`src/rtl/fwd_pkg.sv`:
```
// -----------------------------------------------------------------------------
// fwd_pkg
// Shared definitions for the forwarding-source tracker: data/register widths,
// architectural register numbers, the "no register" marker and the hazard FSM
// state encoding. Imported by fwd_slot and fwd_source_tracker.
// -----------------------------------------------------------------------------
package fwd_pkg;

   localparam int REG_NUM_W = 4;
   localparam int DATA_W    = 16;

   localparam logic [REG_NUM_W-1:0] R0_NUM = 4'd0;
   localparam logic [REG_NUM_W-1:0] R1_NUM = 4'd1;
   localparam logic [REG_NUM_W-1:0] R2_NUM = 4'd2;
   localparam logic [REG_NUM_W-1:0] R3_NUM = 4'd3;
   localparam logic [REG_NUM_W-1:0] R4_NUM = 4'd4;
   localparam logic [REG_NUM_W-1:0] R5_NUM = 4'd5;
   localparam logic [REG_NUM_W-1:0] R6_NUM = 4'd6;
   localparam logic [REG_NUM_W-1:0] R7_NUM = 4'd7;
   localparam logic [REG_NUM_W-1:0] PC_NUM = 4'd8;
   localparam logic [REG_NUM_W-1:0] SP_NUM = 4'd9;

   // Published on a slot that carries no register write.
   localparam logic [REG_NUM_W-1:0] NO_REG = 4'hF;

   // Hazard FSM encoding, kept as plain constants for legacy tool flows.
   typedef logic [0:0] fsm_state_t;
   localparam fsm_state_t ST_IDLE  = 1'b0;
   localparam fsm_state_t ST_STALL = 1'b1;

   // Register numbers above SP do not exist; writes to them are dropped.
   function automatic logic is_legal_reg(input logic [REG_NUM_W-1:0] num);
      return num <= SP_NUM;
   endfunction

endpackage : fwd_pkg

```
`src/rtl/fwd_slot.sv`:
```
// -----------------------------------------------------------------------------
// fwd_slot
// One in-flight register-write slot. On an enabled edge it either captures the
// incoming write or, when d_wr is low, loads a bubble (num=NO_REG, value=0).
// Ports:
//   clk, rst_n         clock, asynchronous active-low reset
//   enable             capture strobe; state holds when low
//   d_num/d_value      incoming destination number and value
//   d_wr               incoming write flag (low => bubble)
//   d_is_load          incoming value is (or was) load data
//   num/value          held destination number and value
//   fwd_valid          slot holds a write whose value is final (not a load)
//   load_pend          slot holds a write that is a load
// -----------------------------------------------------------------------------
module fwd_slot
   import fwd_pkg::*;
(
   input  logic                 clk,
   input  logic                 rst_n,
   input  logic                 enable,
   input  logic [REG_NUM_W-1:0] d_num,
   input  logic [DATA_W-1:0]    d_value,
   input  logic                 d_wr,
   input  logic                 d_is_load,
   output logic [REG_NUM_W-1:0] num,
   output logic [DATA_W-1:0]    value,
   output logic                 fwd_valid,
   output logic                 load_pend
);

   logic wr_q;
   logic is_load_q;

   // NOTE: state registers use non-blocking assignments so every slot samples
   // the pre-edge value of its neighbour; blocking here would shift data through
   // both slots in one edge.
   always_ff @(posedge clk or negedge rst_n) begin
      if (!rst_n) begin
         num       <= NO_REG;
         value     <= '0;
         wr_q      <= 1'b0;
         is_load_q <= 1'b0;
      end else if (enable) begin
         if (d_wr) begin
            num       <= d_num;
            value     <= d_value;
            wr_q      <= 1'b1;
            is_load_q <= d_is_load;
         end else begin
            num       <= NO_REG;
            value     <= '0;
            wr_q      <= 1'b0;
            is_load_q <= 1'b0;
         end
      end
   end

   assign fwd_valid = wr_q & ~is_load_q;
   assign load_pend = wr_q &  is_load_q;

endmodule : fwd_slot

```
`src/rtl/fwd_source_tracker.sv`:
```
// -----------------------------------------------------------------------------
// fwd_source_tracker
// Producer side of the ALU-to-ALU forwarding path. Tracks the EX/MEM (slot 1)
// and MEM/WB (slot 2) register writes and publishes them to the forwarding
// unit, and raises stall for load-use hazards forwarding cannot cover.
// Optional feature macro: FWD_STALL_COUNT_EN adds a saturating stall_count.
// Parameters:
//   LOAD_STALL         bubble cycles per load-use hazard, legal 1..3
// Ports:
//   clk, rst_n                         clock, asynchronous active-low reset
//   enable                             pipeline advance (0 = hold everything)
//   flush                              kill the instruction in EX
//   id_src1/2_num, id_src1/2_use       decode-stage sources and read flags
//   ex_dst_num, ex_wr_en, ex_is_load   EX destination, write flag, load flag
//   ex_result                          ALU result
//   mem_load_data                      load data for the load in slot 1
//   old_dst_1_num/_value, fwd_valid_1  slot 1 (Old_Dst_1, M2R1)
//   old_dst_2_num/_value, fwd_valid_2  slot 2 (Old_Dst_2, M2R2)
//   stall                              freeze IF/ID, bubble into EX
//   stall_count                        enabled stall cycles (macro only)
// -----------------------------------------------------------------------------
module fwd_source_tracker
   import fwd_pkg::*;
#(
   parameter int LOAD_STALL = 1
) (
   input  logic                 clk,
   input  logic                 rst_n,
   input  logic                 enable,
   input  logic                 flush,
   input  logic [REG_NUM_W-1:0] id_src1_num,
   input  logic [REG_NUM_W-1:0] id_src2_num,
   input  logic                 id_src1_use,
   input  logic                 id_src2_use,
   input  logic [REG_NUM_W-1:0] ex_dst_num,
   input  logic                 ex_wr_en,
   input  logic                 ex_is_load,
   input  logic [DATA_W-1:0]    ex_result,
   input  logic [DATA_W-1:0]    mem_load_data,
   output logic [REG_NUM_W-1:0] old_dst_1_num,
   output logic [DATA_W-1:0]    old_dst_1_value,
   output logic                 fwd_valid_1,
   output logic [REG_NUM_W-1:0] old_dst_2_num,
   output logic [DATA_W-1:0]    old_dst_2_value,
   output logic                 fwd_valid_2,
   output logic                 stall
`ifdef FWD_STALL_COUNT_EN
   ,
   output logic [15:0]          stall_count
`endif
);

   // The detection cycle is one stall cycle; STALL covers the remaining ones.
   localparam logic [1:0] CNT_INIT = (LOAD_STALL > 1) ? 2'(LOAD_STALL - 2) : 2'd0;

   // ---------------------------------------------------------------- slots
   logic ex_wr_flag;
   logic s1_load_pend;
   logic s2_fwd;
   logic s2_load_pend;
   logic [DATA_W-1:0] s2_value_in;

   assign ex_wr_flag = ex_wr_en && is_legal_reg(ex_dst_num) && !flush;

   fwd_slot u_slot1 (
      .clk       (clk),
      .rst_n     (rst_n),
      .enable    (enable),
      .d_num     (ex_dst_num),
      .d_value   (ex_result),
      .d_wr      (ex_wr_flag),
      .d_is_load (ex_is_load),
      .num       (old_dst_1_num),
      .value     (old_dst_1_value),
      .fwd_valid (fwd_valid_1),
      .load_pend (s1_load_pend)
   );

   // A load leaving slot 1 picks up its memory data on the same edge.
   assign s2_value_in = s1_load_pend ? mem_load_data : old_dst_1_value;

   fwd_slot u_slot2 (
      .clk       (clk),
      .rst_n     (rst_n),
      .enable    (enable),
      .d_num     (old_dst_1_num),
      .d_value   (s2_value_in),
      .d_wr      (fwd_valid_1 | s1_load_pend),
      .d_is_load (s1_load_pend),
      .num       (old_dst_2_num),
      .value     (old_dst_2_value),
      .fwd_valid (s2_fwd),
      .load_pend (s2_load_pend)
   );

   // Load data is resolved by slot 2, so any write held there is forwardable.
   assign fwd_valid_2 = s2_fwd | s2_load_pend;

   // ---------------------------------------------------------------- hazard FSM
   fsm_state_t state, state_nxt;
   logic [1:0] cnt, cnt_nxt;
   logic       src_hit;
   logic       hazard;

   assign src_hit = (id_src1_use && (id_src1_num == ex_dst_num)) ||
                    (id_src2_use && (id_src2_num == ex_dst_num));

   assign hazard = (state == ST_IDLE) && ex_is_load && ex_wr_en &&
                   is_legal_reg(ex_dst_num) && src_hit && !flush;

   // Mealy in the detection cycle, state-driven for the remaining cycles.
   assign stall = hazard || (state == ST_STALL);

   // NOTE: every always_comb output gets a default first so no path leaves it
   // unassigned, which would otherwise infer a latch.
   always_comb begin
      state_nxt = state;
      cnt_nxt   = cnt;
      if (flush) begin
         state_nxt = ST_IDLE;
         cnt_nxt   = 2'd0;
      end else if (state == ST_STALL) begin
         if (cnt == 2'd0) state_nxt = ST_IDLE;
         else             cnt_nxt   = cnt - 2'd1;
      end else if (hazard && (LOAD_STALL > 1)) begin
         state_nxt = ST_STALL;
         cnt_nxt   = CNT_INIT;
      end
   end

   always_ff @(posedge clk or negedge rst_n) begin
      if (!rst_n) begin
         state <= ST_IDLE;
         cnt   <= 2'd0;
      end else if (enable) begin
         state <= state_nxt;
         cnt   <= cnt_nxt;
      end
   end

`ifdef FWD_STALL_COUNT_EN
   // Saturating count of stall cycles on which the pipeline actually advanced.
   always_ff @(posedge clk or negedge rst_n) begin
      if (!rst_n) begin
         stall_count <= 16'h0000;
      end else if (enable && stall && (stall_count != 16'hFFFF)) begin
         stall_count <= stall_count + 16'h0001;
      end
   end
`endif

endmodule : fwd_source_tracker

```
`config.mk`:
```
export PLATFORM = sky130hd
export DESIGN_NAME = fwd_source_tracker
export DESIGN_NICKNAME = d
export VERILOG_FILES = /design/src/rtl/fwd_pkg.sv /design/src/rtl/fwd_slot.sv /design/src/rtl/fwd_source_tracker.sv
export SDC_FILE = /design/constraint.sdc
export NUM_CORES = 1
export LEC_CHECK = 0
export ABC_AREA = 1
export ABC_CLOCK_PERIOD_IN_PS = 950
export BUFFER_PORTS_ARGS = -buffer_cell sky130_fd_sc_hd__buf_2
export CAP_MARGIN = 20
export CORE_MARGIN = 1
export CORE_UTILIZATION = 42
export CTS_CLUSTER_DIAMETER = 50
export DETAILED_ROUTE_END_ITERATION = 10
export GPL_ROUTABILITY_DRIVEN = 0
export PLACE_DENSITY = 0.85
export SLEW_MARGIN = 20
export SYNTH_ARGS = -nofsm -noshare
export SYNTH_HDL_FRONTEND = slang
export SYNTH_SLANG_ARGS = --single-unit
```
`constraint.sdc`:
```
create_clock -name clk -period 0.95 [get_ports clk]
set_input_delay 0.095 -clock clk [delete_from_list [all_inputs] [get_ports clk]]
set_output_delay 0.095 -clock clk [all_outputs]
set_load 0.01 [all_outputs]
```
[After elaboration in Yosys (flattened, before gate mapping)]
Index checks and enable logic that the tools add are counted.
Word-level totals
  flip-flop bits (word level): 47
  input bits: 52
  word-level logic and storage cells: 54
Operators by class
  add/subtract/negate cells: 1
  order comparisons: 1
  eq/ne operators: 3
  multiplexer cells: 15
  bitwise gates (word level): 9
  reduce and logical (&&, ||, !) cells: 15
Operators with widths (count)
  $mux 16: 3
  $logic_and 1x1->1: 9
  $eq 4x4->1: 2
  $mux 4: 2
  $mux 1: 7
  $mux 2: 3
  $and 1x1->1: 4
  $le 4x4->1 const B: 1
  $not 1->1: 3
  $reduce_and 3->1: 1
  $logic_not 2->1: 1
  $logic_or 1x1->1: 2
  $ne 2x2->1 const B: 1
  $or 1x1->1: 2
  $reduce_bool 2->1: 1
  $sub 2x1->2 const B: 1
  $logic_not 1->1: 1

[Longest topological paths before layout]
  depth in word-level cells: 7
  mapped depth: 8

[By module]
From an unflattened synthesis, not the netlist that was laid out.
Second synthesis, totals
  cell total of the unflattened synthesis: 322
  area total of the unflattened synthesis: 2337.2 um^2
Modules (own cells, without submodules)
  fwd_slot: instances 2, cells an instance 106, area an instance 905.9 um^2
  fwd_source_tracker: instances 1, cells an instance 110, area an instance 525.5 um^2

[Worst setup path after synthesis]
OpenSTA, ideal clock, no wires.
  path kind: register -> register
  from: register u_slot1.is_load_q
  to: register u_slot2.value[6]
  setup time: 82 ps
  data arrival time: 999 ps
  data required time: 868 ps
  setup slack: -131 ps
  stages on the path, launching flop included: 8
  buffers on the path: 2
  period minus slack after synthesis: 1081 ps
  path through: dfrtp_1 -> buf_2 -> inv_2 -> nand2_1 -> inv_2 -> buf_4 -> nand2_1 -> a31oi_1
On the way
  word-level cells in the longest chain between the ends: 4
  elaborated cells between the ends (all ways): 6
  those cells by class: mux (2); bitwise (4)
Ends and longest elaborated chain
  start: declaration: line fwd_slot.sv:32  | logic is_load_q;
  start signal: assignment: line fwd_slot.sv:48  | is_load_q <= d_is_load;
  $not 1->1: line fwd_slot.sv:58  | assign fwd_valid = wr_q & ~is_load_q;
  $and 1x1->1: line fwd_slot.sv:58
  named net fwd_valid_1: line fwd_source_tracker.sv:42  | output logic fwd_valid_1,
  $or 1x1->1: line fwd_source_tracker.sv:88  | .d_wr (fwd_valid_1 | s1_load_pend),
  $mux 16: line fwd_slot.sv:44  | if (d_wr) begin
  end signal: assignment: line fwd_slot.sv:46  | value <= d_value;
  end: declaration: line fwd_slot.sv:26  | output logic [DATA_W-1:0] value,
The timed path passes the listed nets, and every way through them passes these cells.
A chain may end at the register's enable or synchronous reset.

[Worst setup path in the final report]
  from: register u_slot1.is_load_q
  to: output port fwd_valid_1
On the way
  word-level cells in the longest chain between the ends: 2
Ends and longest elaborated chain (line)
  $not 1->1: fwd_slot.sv:58
  $and 1x1->1: fwd_slot.sv:58
  end: declaration: fwd_source_tracker.sv:42
No other way between the ends.

==> impl_metrics.xml <==
<?xml version="1.0" encoding="UTF-8"?>
<metrics>
  <group name="run_status">
    <metric name="run_status" unit="">finished with violations</metric>
    <metric name="failed_checks" unit="">setup timing</metric>
  </group>
  <group name="setup_path">
    <metric name="cpPeakStageDelay" unit="ns">0.40</metric>
    <metric name="crit_path_max_fanout" unit="">3</metric>
    <metric name="cpLargestDelayFamily" unit="">flip-flops</metric>
    <metric name="crit_path_end_kind" unit="">primary output</metric>
    <metric name="worst_setup_path_class" unit="">register to primary output</metric>
    <metric name="critical_path_required" unit="ns">0.85</metric>
    <metric name="crit_path_cell_trace" unit="">inv_2 &gt; nand2_2 &gt; inv_2 &gt; buf_12 &gt; buf_6</metric>
    <metric name="crit_top_cell" unit="">sky130_fd_sc_hd__inv_2</metric>
    <metric name="crit_arrival" unit="ns">1.08</metric>
    <metric name="timing.critical_path.slowest_stage_cell" unit="">sky130_fd_sc_hd__dfrtp_1</metric>
    <metric name="crit_path_buffers_inverters" unit="">4</metric>
    <metric name="setup.worst_path.start_class" unit="">register</metric>
  </group>
  <group name="timing">
    <metric name="layout_worst_path_cycle_share" unit="%">124</metric>
    <metric name="rsz_0062_raised_after_global_routing" unit="">yes</metric>
    <metric name="fin_skew" unit="ns">0.00560</metric>
    <metric name="setup-violations-final" unit="">35</metric>
    <metric name="achievable-frequency" unit="GHz">0.850</metric>
    <metric name="timing.final.crit_period" unit="ns">1.18</metric>
    <metric name="finalMaxSlewViolations" unit="">0</metric>
    <metric name="max-slew-margin-rel" unit="%">77.9</metric>
    <metric name="hold_violations" unit="">0</metric>
    <metric name="postLayoutSetupSlackWorst" unit="ns">-0.227</metric>
    <metric name="tightest_slew" unit="ns">0.332</metric>
  </group>
  <group name="routing">
    <metric name="post_drt_via_cell_ratio" unit="">4.85</metric>
    <metric name="detail_route.first_pass.iterations" unit="">4</metric>
    <metric name="totalWireLength" unit="um">6600</metric>
    <metric name="routedWlPerCell" unit="um">13.9</metric>
    <metric name="number_of_drc_markers_after_the_initial_detailed_route_iteration" unit="">128</metric>
    <metric name="drc" unit="">0</metric>
    <metric name="routed-via-count" unit="">2294</metric>
    <metric name="detail-route-antenna-nets" unit="">0</metric>
  </group>
  <group name="pwr">
    <metric name="power.total" unit="uW">4580</metric>
    <metric name="total_leakage_power" unit="uW">0.00191</metric>
    <metric name="vdd_drop_max" unit="V">0.000880</metric>
    <metric name="power.density" unit="nW/um^2">1270</metric>
  </group>
  <group name="yosys">
    <metric name="synth.yosys.seq_area_share" unit="%">53.1</metric>
    <metric name="synthDistinctLibCells" unit="">23</metric>
    <metric name="ys_async_sr_fraction" unit="%">100</metric>
    <metric name="synth_edf_count" unit="">0</metric>
    <metric name="post_syn_area" unit="sq um">2190</metric>
    <metric name="synth_largest_type_area_fraction" unit="%">43.5</metric>
    <metric name="syn-num-nets" unit="">307</metric>
    <metric name="yosysWarningCount" unit="">0</metric>
    <metric name="post_synth_most_frequent_cells" unit="">sky130_fd_sc_hd__nand2_1, sky130_fd_sc_hd__dfrtp_1, sky130_fd_sc_hd__nor2_1</metric>
    <metric name="avgSynthCellArea" unit="sq um">8.61</metric>
    <metric name="post-synth-top-count-cell" unit="">sky130_fd_sc_hd__nand2_1</metric>
    <metric name="yosysTopAreaCell" unit="">sky130_fd_sc_hd__dfrtp_1</metric>
    <metric name="synth-seq-cells" unit="">46</metric>
    <metric name="synthCells" unit="">254</metric>
    <metric name="netlist_top_cells_area" unit="">sky130_fd_sc_hd__dfrtp_1, sky130_fd_sc_hd__nand2_1, sky130_fd_sc_hd__dfstp_2</metric>
    <metric name="ys_dominant_reg_cell" unit="">sky130_fd_sc_hd__dfrtp_1</metric>
  </group>
  <group name="floorplan">
    <metric name="num_io_pins" unit="">95</metric>
    <metric name="start_util" unit="%">44.8</metric>
    <metric name="fp-row-count" unit="">25</metric>
    <metric name="dieArea" unit="sq um">5500</metric>
    <metric name="core_area" unit="sq um">4880</metric>
    <metric name="dieWidth" unit="um">74.1</metric>
    <metric name="floorplan.die.height" unit="um">74.1</metric>
  </group>
  <group name="placement">
    <metric name="port_buffers" unit="">94</metric>
    <metric name="place_ws" unit="ns">-0.119</metric>
    <metric name="detailed_placement_hpwl" unit="um">4300</metric>
    <metric name="placement.cell_area" unit="sq um">2860</metric>
  </group>
  <group name="global_routing">
    <metric name="global_route_wire_length_before_repair" unit="um">9830</metric>
    <metric name="first_global_vias" unit="">2187</metric>
    <metric name="overflow" unit="">0</metric>
    <metric name="largest_net_degree_at_the_start_of_global_routing" unit="">27</metric>
    <metric name="antenna_found_initial" unit="">0</metric>
    <metric name="grt_util_all_layers" unit="%">23.9</metric>
  </group>
  <group name="layout">
    <metric name="num_antenna_cells" unit="">0</metric>
    <metric name="final_layout_size_suffix_gt1_share" unit="%">55.2</metric>
    <metric name="final_area" unit="sq um">3600</metric>
    <metric name="finish.net_count" unit="">458</metric>
    <metric name="area_growth_syn_to_layout" unit="%">64.6</metric>
  </group>
  <group name="clock_tree">
    <metric name="worst_skew_pair.late_latency" unit="ns">0.30</metric>
    <metric name="clock-root-buffer" unit="">sky130_fd_sc_hd__clkbuf_8</metric>
    <metric name="cts_tree" unit="">done</metric>
    <metric name="ctsLongestPathBuffers" unit="">2</metric>
    <metric name="tritoncts.num_buffers" unit="">5</metric>
    <metric name="cts_num_sinks" unit="">46</metric>
    <metric name="h-tree-depth" unit="">2</metric>
    <metric name="path_clk_slew" unit="ns">0.08</metric>
  </group>
  <group name="min_path">
    <metric name="hold_path.class" unit="">input port to register</metric>
  </group>
  <group name="run">
    <metric name="drv_cap" unit="">0</metric>
  </group>
</metrics>
per-stage QoR:
stage | instances | TNS [ns] | hold slack (ns) | util, %
floorplan | 254 | -0.831 | -0.201 | -
global placement | 421 | -0.949 | 0.0857 | 58.6
detailed placement | 421 | -2.47 | 0.0900 | 58.6
CTS | 454 | -2.99 | 0.000566 | 67.5
global route | 473 | -5.92 | 0.00274 | 73.7
finish | 473 | -3.92 | 0.00257 | 73.7
routing by layer:
layer | global-route usage, % | part of all wire, % | vias to the layer above
li1 | - | - | 1112
met5 | 0 | 0 | -
met1 | 29.0 | 39 | 1096
met4 | 6.84 | 0.76 | 0
met2 | 42.5 | 55 | 79
met3 | 5.42 | 5.0 | 7
layout by cell type, fill, tap and decap left out, types with 10 or more instances in the layout:
master	netlist	layout
sky130_fd_sc_hd__buf_6	0	17
sky130_fd_sc_hd__a31oi_1	15	13
sky130_fd_sc_hd__nand2_1	69	64
sky130_fd_sc_hd__inv_1	18	11
sky130_fd_sc_hd__buf_2	9	82
sky130_fd_sc_hd__buf_4	1	44
sky130_fd_sc_hd__dfrtp_1	38	37
sky130_fd_sc_hd__nor2_1	27	25
sky130_fd_sc_hd__nand2_2	17	20
sky130_fd_sc_hd__nand3_1	19	10
final timing paths:
kind                                                    start                            to  slack [ns]  cells after the start
worst max-delay path            u_slot1.is_load_q$_DFFE_PN0P_                   fwd_valid_1       -0.23                      5
worst min-delay path                             ex_result[3]  u_slot1.value[3]$_DFFE_PN0P_       0.003                      3
worst max register to register  u_slot1.is_load_q$_DFFE_PN0P_  u_slot2.value[3]$_DFFE_PN0P_       -0.17                      7
worst min register to register     u_slot1.num[0]$_DFFE_PN1P_    u_slot2.num[0]$_DFFE_PN1P_        0.51                      2
max in group asynchronous                               rst_n            cnt[1]$_DFFE_PN0P_        0.37                      3
min in group asynchronous                               rst_n  u_slot1.value[3]$_DFFE_PN0P_        0.31                      3
report_power, final:
group	total, uW	switching (uW)	internal [uW]
combinational	943	474	469
clock	1510	648	858
sequential	2130	63.3	2070
total	4580	1180	3390
registers in the layout (all words and copies together), names as in the netlist:
register           cells
u_slot1.value         16
u_slot2.value         16
u_slot1.num            4
u_slot2.num            4
cnt                    2
state                  1
u_slot1.is_load_q      1
u_slot1.wr_q           1
u_slot2.wr_q           1
worst reg2reg max path, cell delays in order, from the launching register on:
cell and delay (ns):
sky130_fd_sc_hd__dfrtp_1 0.40, sky130_fd_sc_hd__inv_2 0.07, sky130_fd_sc_hd__nand2_2 0.06, sky130_fd_sc_hd__inv_2 0.07, sky130_fd_sc_hd__buf_12 0.10, sky130_fd_sc_hd__buf_4 0.14, sky130_fd_sc_hd__nand2_1 0.06, sky130_fd_sc_hd__a31oi_1 0.15
cell families (layout without fill, tap and decap cells):
| kind of cell | Yosys count | in the layout | share of synthesized area (%) |
|---|---|---|---|
| XOR/XNOR | 2 | 2 | 0.802 |
| AO/OA/AOI/OAI | 33 | 33 | 9.10 |
| buffers and inverters | 35 | 187 | 7.44 |
| AND/OR/NAND/NOR | 137 | 137 | 29.0 |
| flip-flops | 46 | 46 | 53.1 |
| adder cells (fa/ha/maj) | 1 | 1 | 0.572 |
area by class of cell:
class | instances | area [sq um]
Fill cell | 369 | 1280
Tap cell | 67 | 83.8
Clock inverter | 1 | 30.0
Timing Repair Buffer | 158 | 1140
Sequential cell | 46 | 1160
Clock buffer | 7 | 86.3
Inverter | 21 | 81.3
Multi-Input combinational cell | 173 | 1010
timing repair:
action / CTS / global route
resized for setup: 27 / 37
hold buffers: 7 / 2
pin swaps: 5 / 15
endpoints found under the hold margin: 44 / 2
setup buffers: 19 / 17
gates cloned: 0 / 1
endpoints found under the setup margin: 39 / 62
No activity file was read; power rests on OpenSTA's default activity.
